`config.mk`:
```
export PLATFORM = sky130hd
export DESIGN_NAME = pos_data_distributor_pipelined
export DESIGN_NICKNAME = d
export VERILOG_FILES = /design/src/rtl/md_pkg.sv /design/src/rtl/pos_dist_hold_reg.sv /design/src/rtl/pos_data_distributor_pipelined.sv
export SDC_FILE = /design/constraint.sdc
export NUM_CORES = 1
export LEC_CHECK = 0
export BUFFER_PORTS_ARGS = -buffer_cell sky130_fd_sc_hd__clkbuf_2
export CORE_MARGIN = 2
export CORE_UTILIZATION = 50
export CTS_BUF_LIST = sky130_fd_sc_hd__clkbuf_4
export CTS_CLUSTER_DIAMETER = 30
export CTS_CLUSTER_SIZE = 16
export DETAILED_ROUTE_END_ITERATION = 8
export HOLD_SLACK_MARGIN = 0.15
export PLACE_DENSITY = 0.78
export SYNTH_ARGS = -nofsm -noshare
export SYNTH_HDL_FRONTEND = slang
export SYNTH_SLANG_ARGS = --single-unit
```
`constraint.sdc`:
```
create_clock -name clk -period 2.2 [get_ports clk]
set_input_delay 0.11 -clock clk [delete_from_list [all_inputs] [get_ports clk]]
set_output_delay 0.11 -clock clk [all_outputs]
set_load 0.02 [all_outputs]
```
`src/rtl/md_pkg.sv`:
```
// Shared MD types and constants: position tuples, cell tag, filter defaults
// and the distributor FSM state encoding.
package md_pkg;

  localparam int NUM_FILTER         = 7;
  localparam int NUM_NEIGHBOR_CELLS = 13;
  localparam int OFFSET_WIDTH       = 13;
  localparam int CELL_ID_WIDTH      = 3;
  localparam int DATA_WIDTH         = CELL_ID_WIDTH + OFFSET_WIDTH;

  localparam logic [CELL_ID_WIDTH-1:0] CELL_2 = 3'd2;

  typedef struct packed {
    logic [OFFSET_WIDTH-1:0] z;
    logic [OFFSET_WIDTH-1:0] y;
    logic [OFFSET_WIDTH-1:0] x;
  } offset_tuple_t;

  typedef struct packed {
    logic [DATA_WIDTH-1:0] z;
    logic [DATA_WIDTH-1:0] y;
    logic [DATA_WIDTH-1:0] x;
  } data_tuple_t;

  typedef enum logic [1:0] {
    IDLE,
    READ,
    DRAIN,
    DONE
  } dist_state_t;

  // Home-cell particles are always tagged as cell 2 on every axis.
  function automatic data_tuple_t assemble_position(input offset_tuple_t o);
    data_tuple_t d;
    d.z = {CELL_2, o.z};
    d.y = {CELL_2, o.y};
    d.x = {CELL_2, o.x};
    return d;
  endfunction

endpackage

```
`src/rtl/pos_dist_hold_reg.sv`:
```
// One-entry skid register: parks a returning memory word while the filters
// pause, and replays it ahead of any newer data.
module pos_dist_hold_reg
  import md_pkg::*;
#(
  parameter int PHASE_W = 1
)(
  input  logic               clk,
  input  logic               rst,
  input  logic               in_valid,
  input  offset_tuple_t      in_data,
  input  logic [PHASE_W-1:0] in_phase,
  input  logic               pause,
  output logic               out_valid,
  output offset_tuple_t      out_data,
  output logic [PHASE_W-1:0] out_phase,
  output logic               hold_valid
);

  offset_tuple_t      hold_data;
  logic [PHASE_W-1:0] hold_phase;

  // The read side never issues while the entry is full, so a capture and a
  // pending replay cannot coincide.
  always_ff @(posedge clk) begin
    if (rst) begin
      hold_valid <= 1'b0;
      hold_data  <= '0;
      hold_phase <= '0;
    end else if (in_valid && pause) begin
      hold_valid <= 1'b1;
      hold_data  <= in_data;
      hold_phase <= in_phase;
    end else if (!pause) begin
      hold_valid <= 1'b0;
    end
  end

  assign out_valid = ~pause & (hold_valid | in_valid);
  assign out_data  = hold_valid ? hold_data  : in_data;
  assign out_phase = hold_valid ? hold_phase : in_phase;

endmodule

```
`src/rtl/pos_data_distributor_pipelined.sv`:
```
// Streams home-cell positions to the filters once per phase.
// Define POS_DIST_STALL_CNT_EN to add the saturating stall_cnt output.
module pos_data_distributor_pipelined
  import md_pkg::*;
#(
  parameter  int NUM_FILTER = md_pkg::NUM_FILTER,
  parameter  int NUM_PHASES = 2,
  parameter  int PID_W      = 8,
  localparam int PHASE_W    = (NUM_PHASES > 1) ? $clog2(NUM_PHASES) : 1
)(
  input  logic                             clk,
  input  logic                             rst,
  input  logic                             start,
  input  logic [PID_W:0]                   home_count,
  output logic                             rd_en,
  output logic [PID_W-1:0]                 rd_addr,
  input  offset_tuple_t                    rd_nb_position,
  input  logic                             pause_reading,
  input  logic [NUM_PHASES*NUM_FILTER-1:0] broadcast_done,
  input  logic                             ref_particle_read,
  input  logic [NUM_FILTER-1:0]            ref_valid,
  output logic [NUM_FILTER-1:0]            pair_valid,
  output data_tuple_t                      assembled_position,
  output logic [PHASE_W-1:0]               phase,
  output logic                             busy,
  output logic                             done
`ifdef POS_DIST_STALL_CNT_EN
  ,
  output logic [31:0]                      stall_cnt
`endif
);

  dist_state_t        state, state_next;
  logic [PID_W:0]     count_r;
  logic               rd_pending;
  logic [PHASE_W-1:0] rd_phase;
  logic               hold_valid;
  logic               emit;
  offset_tuple_t      emit_data;
  logic [PHASE_W-1:0] emit_phase;
  logic               last_addr;
  logic               last_phase;
  logic               drain_clear;
  logic [NUM_FILTER-1:0] done_slice;
  logic [NUM_FILTER-1:0] pv_next;

  assign last_addr   = ({1'b0, rd_addr} == (count_r - 1'b1));
  assign last_phase  = (phase == PHASE_W'(NUM_PHASES - 1));
  assign drain_clear = ~rd_pending & ~hold_valid;
  assign busy        = (state != IDLE);
  assign done        = (state == DONE);

  always_comb begin
    state_next = state;
    rd_en      = 1'b0;
    case (state)
      IDLE: begin
        if (start) state_next = (home_count == '0) ? DONE : READ;
      end
      READ: begin
        rd_en = ~pause_reading & ~hold_valid;
        if (rd_en && last_addr) state_next = DRAIN;
      end
      DRAIN: begin
        if (drain_clear) state_next = last_phase ? DONE : READ;
      end
      DONE:    state_next = IDLE;
      default: state_next = IDLE;
    endcase
  end

  always_ff @(posedge clk) begin
    if (rst) begin
      state   <= IDLE;
      rd_addr <= '0;
      phase   <= '0;
      count_r <= '0;
    end else begin
      state <= state_next;
      case (state)
        IDLE: begin
          if (start) begin
            count_r <= home_count;
            rd_addr <= '0;
            phase   <= '0;
          end
        end
        READ: begin
          if (rd_en) rd_addr <= rd_addr + 1'b1;
        end
        DRAIN: begin
          if (drain_clear) begin
            rd_addr <= '0;
            if (!last_phase) phase <= phase + 1'b1;
          end
        end
        default: ;
      endcase
    end
  end

  // Each read carries its phase so the mask follows the particle, not the FSM.
  always_ff @(posedge clk) begin
    if (rst) begin
      rd_pending <= 1'b0;
      rd_phase   <= '0;
    end else begin
      rd_pending <= rd_en;
      rd_phase   <= phase;
    end
  end

  pos_dist_hold_reg #(
    .PHASE_W (PHASE_W)
  ) u_hold (
    .clk        (clk),
    .rst        (rst),
    .in_valid   (rd_pending),
    .in_data    (rd_nb_position),
    .in_phase   (rd_phase),
    .pause      (pause_reading),
    .out_valid  (emit),
    .out_data   (emit_data),
    .out_phase  (emit_phase),
    .hold_valid (hold_valid)
  );

  always_comb begin
    done_slice = '0;
    for (int p = 0; p < NUM_PHASES; p++) begin
      if (emit_phase == PHASE_W'(p)) done_slice = broadcast_done[p*NUM_FILTER +: NUM_FILTER];
    end
    pv_next = {NUM_FILTER{emit}} & ~done_slice & ref_valid;
    if (emit_phase == '0) pv_next[0] = pv_next[0] & ref_particle_read;
  end

  always_ff @(posedge clk) begin
    if (rst) begin
      pair_valid         <= '0;
      assembled_position <= '0;
    end else begin
      pair_valid <= pv_next;
      if (emit) assembled_position <= assemble_position(emit_data);
    end
  end

`ifdef POS_DIST_STALL_CNT_EN
  always_ff @(posedge clk) begin
    if (rst) begin
      stall_cnt <= '0;
    end else if (state == IDLE && start) begin
      stall_cnt <= '0;
    end else if (busy && pause_reading && stall_cnt != '1) begin
      stall_cnt <= stall_cnt + 1'b1;
    end
  end
`endif

endmodule

```
==> parameters.txt <==
Parameter                              Value

Outcome
  Result of the run ... complete, no violations

Setup path
  Critical Setup Path Class ... flip-flop to flip-flop
  Endpoint of the lowest-slack register-to-register path ... state[0]$_SDFFE_PP0P_
  Depth of the worst register-to-register path ... 7
  Delay of the slowest critical-path stage ... 0.48 ns
  Worst path slowest cell ... or3b_2
  CP Launch Type ... flip-flop
  Crit path max fanout ... 5
  Reg-to-reg critical path startpoint ... count_r[0]$_SDFFE_PP0P_
  Dominant cell type by count on the critical path ... nor3_1
  Slack of the worst reg-to-reg path ... 0.22 ns
  Series of cell instances along the critical path ... inv_1, ha_1, or3b_2, nor3_1, mux2i_1, nor3_1, a211oi_1
  Data required time of the worst path ... 2.57 ns
  Data arrival time of the worst path ... 2.35 ns
  Endpoint type of the worst setup path ... flip-flop

Route
  Routed WL ... 12.3 mm
  Routed vias ... 4,474
  Number of detailed-route iterations in the first pass ... 5
  Vias per cell ... 5.35
  Drt initial violations ... 192
  Post-detailed-route wirelength per cell ... 14.7 um
  Antenna Nets Post-Route ... 0
  Residual DRC count ... 0

Finish
  Synthesis-to-finish area growth ... 31.4%
  Fin cells ... 837
  Number of inserted diodes ... 0
  Ratio of cells with drive above 1 in the final layout ... 0.242
  Final core utilization ... 0.677
  Number of nets at the end of the flow ... 798

Synth
  Post-synthesis sequential area ratio ... 0.465
  Most frequent cell after synthesis ... dfxtp_1
  Number of instances in the synthesized netlist ... 547
  Yosys warnings ... 0
  Share of synthesized flip-flops with an asynchronous set or reset ... 0
  Synth cell types ... 47
  Library cell occupying the most area in the post-synthesis netlist ... dfxtp_1
  Most used DFF post-synth ... dfxtp_1
  Number of synthesized register bits ... 110
  Area contributors post-synth ... dfxtp_1 (46%), mux2i_1 (10%), nand2_1 (7.9%), a211oi_1 (6.3%), a21oi_1 (5.5%)
  Mean area per synthesized cell ... 8.66 um2
  EDFF count, synth ... 0
  Commonest cells in the netlist ... dfxtp_1 (110), nand2_1 (100), nor2_1 (59)
  Synthesized area ... 4740 um2
  Fraction of post-synthesis cell area in the top cell type by area ... 0.465

STA
  Share of the cycle needed by the critical path after routing ... 0.901
  Max-slew headroom at the worst pin ... 0.539
  Unrepaired setup endpoints after global routing ... no
  FMAX ... 504 MHz
  Post-layout min period ... 1.98 ns
  Maximum clock skew at final layout ... 0.0159 ns
  Max-slew violation count ... 0
  Total negative slack ... 0 ns
  WHS ... 0.186 ns
  Final setup violation count ... 0
  Slew at the pin with the worst max-slew slack ... 0.691 ns
  Final Hold Violating Endpoints ... 0

Power
  Peak supply drop ... 0.000334 V
  Power density of the placed cells ... 595 nW/um2
  P_leak ... 2.49 nW

CTS
  CTS Buf Count ... 9
  Buffer cell driving the clock tree root ... clkbuf_4
  H-Tree Depth ... 3
  Clock sink count ... 110
  Number of buffers between clock root and the deepest sink ... 2
  Skew-Pair Late Insertion Delay ... 0.44 ns
  Setup bufs post-CTS ... 0
  Clock edge transition at the registers on the reported setup and hold paths ... 0.18 ns
  CTS tree ... yes

Die
  Standard cell core area ... 9200 um2
  Number of placement rows ... 35
  Die Span X ... 101 um
  Y dimension of the die ... 101 um
  Total Die Area ... 10,300 um2
  Starting Density ... 0.515
  Number of top-level pins ... 141

Run
  Total of max-cap violations ... 0

Global routing
  Grt ovf ... 0
  Maximum number of pins on one net before global-route repair ... 55
  Global-route usage over all layers ... 0.237
  Initial antenna violation count ... 0
  Global-route wire length before repair ... 19.7 mm
  Via count of the first global-routing pass ... 4,306

Placement
  Final estimated routing congestion in global placement ... 0.850
  Buffers added on ports ... 134
  Detailed placement HPWL ... 7.65 mm
  Number of cells in the design after placement ... 758

Worst hold path
  Worst Hold End ... u_hold.hold_data[8]$_SDFFE_PP0P_
  Classification of the worst-slack hold path ... input pin to flip-flop
  Start point of the worst min-delay path ... rst
  WHS Path Cells ... 2
[timing repair]
item	in CTS	in global routing
setup endpoints to repair	0	6
hold buffers	64	0
endpoints found under the hold margin	98	0
gates resized for setup	0	2
[worst max-delay path, delay by kind of cell (launching register included)]
| kind | cells | cell delay, ns |
|---|---|---|
| compound gates | 1 | 0.18 |
| simple gates | 3 | 0.76 |
| flops | 1 | 0.39 |
| mux | 1 | 0.31 |
| fa+ha+maj | 1 | 0.21 |
| buf+inv | 1 | 0.07 |
[power breakdown]
part / switching, mW / internal [mW]
Clock: 0.688 / 0.245
Combinational: 0.348 / 0.297
Sequential: 0.0605 / 2.06
[stage by stage]
stage | setup WS, ns | instance area (um2) | power (mW)
5_1_grt | 0.121 | 6220 | 3.88
3_5_place_dp | 0.223 | 5450 | 2.72
2_1_floorplan | 0.369 | 4750 | 2.53
6_report | 0.217 | 6220 | 3.70
3_3_place_gp | 0.318 | 5450 | 2.70
4_1_cts | 0.119 | 6210 | 3.72
[worst max-delay path by stage]
| stage | end | depth (start not counted) | slack (ns) | startpoint |
|---|---|---|---|---|
| 5_1_grt | state[0]$_SDFFE_PP0P_ | 7 | 0.12 | count_r[0]$_SDFFE_PP0P_ |
| 2_1_floorplan | state[1]$_SDFFE_PP0P_ | 7 | 0.37 | count_r[0]$_SDFFE_PP0P_ |
| 3_3_place_gp | state[1]$_SDFFE_PP0P_ | 7 | 0.32 | count_r[0]$_SDFFE_PP0P_ |
| 4_1_cts | pair_valid[6]$_SDFF_PP0_ | 4 | 0.12 | u_hold.hold_valid$_SDFFE_PP0P_ |
| 6_report | state[0]$_SDFFE_PP0P_ | 7 | 0.22 | count_r[0]$_SDFFE_PP0P_ |
| 3_5_place_dp | state[0]$_SDFFE_PP0P_ | 7 | 0.22 | count_r[0]$_SDFFE_PP0P_ |
[state kept, by name, summed over array words and instances (netlist names)]
register,cells
u_hold.hold_data,39
rd_phase,1
assembled_position,40
rd_pending,1
u_hold.hold_phase,1
count_r,9
phase,1
rd_addr,8
pair_valid,7
state,2
u_hold.hold_valid,1
[layer usage]
metal,part of all wire,global-route usage
met5,0,0
met4,0.023,0.0936
met3,0.046,0.0304
met2,0.50,0.411
met1,0.43,0.299
[cell usage in the layout (no fill, tap or decap), types with 5 or more instances in the layout]
cell type      count
a211oi_1          40
and2_1             5
mux2i_1           48
a21oi_1           52
dlygate4sd3_1     64
and3_1             9
buf_4              6
nor2_1            58
nor3_1             8
clkbuf_2         133
dfxtp_1          109
nand2_1          100
clkbuf_4           9
xnor2_1            5
conb_1             6
xor2_1            10
[cell families (layout without fill, tap and decap cells)]
logic type	count (synthesis)	count (layout)	synth area share
mux	49	49	0.104
compound gates	113	113	0.157
simple gates	205	205	0.188
flops	110	110	0.465
xor+xnor	15	15	0.0277
other cells	1	6	0.000792
fa+ha+maj	2	2	0.00528
buf+inv	52	226	0.0515
[area by class of cell]
cell class	instances	area, um2
fillers	724	2970
multi-input cells	390	2330
flip-flops and latches	110	2200
repair buffers	207	1420
well taps	111	139
clock buffers	9	67.6
clock inverters	6	52.6
inverters	4	15.0
(Power assumes the default switching activity.)
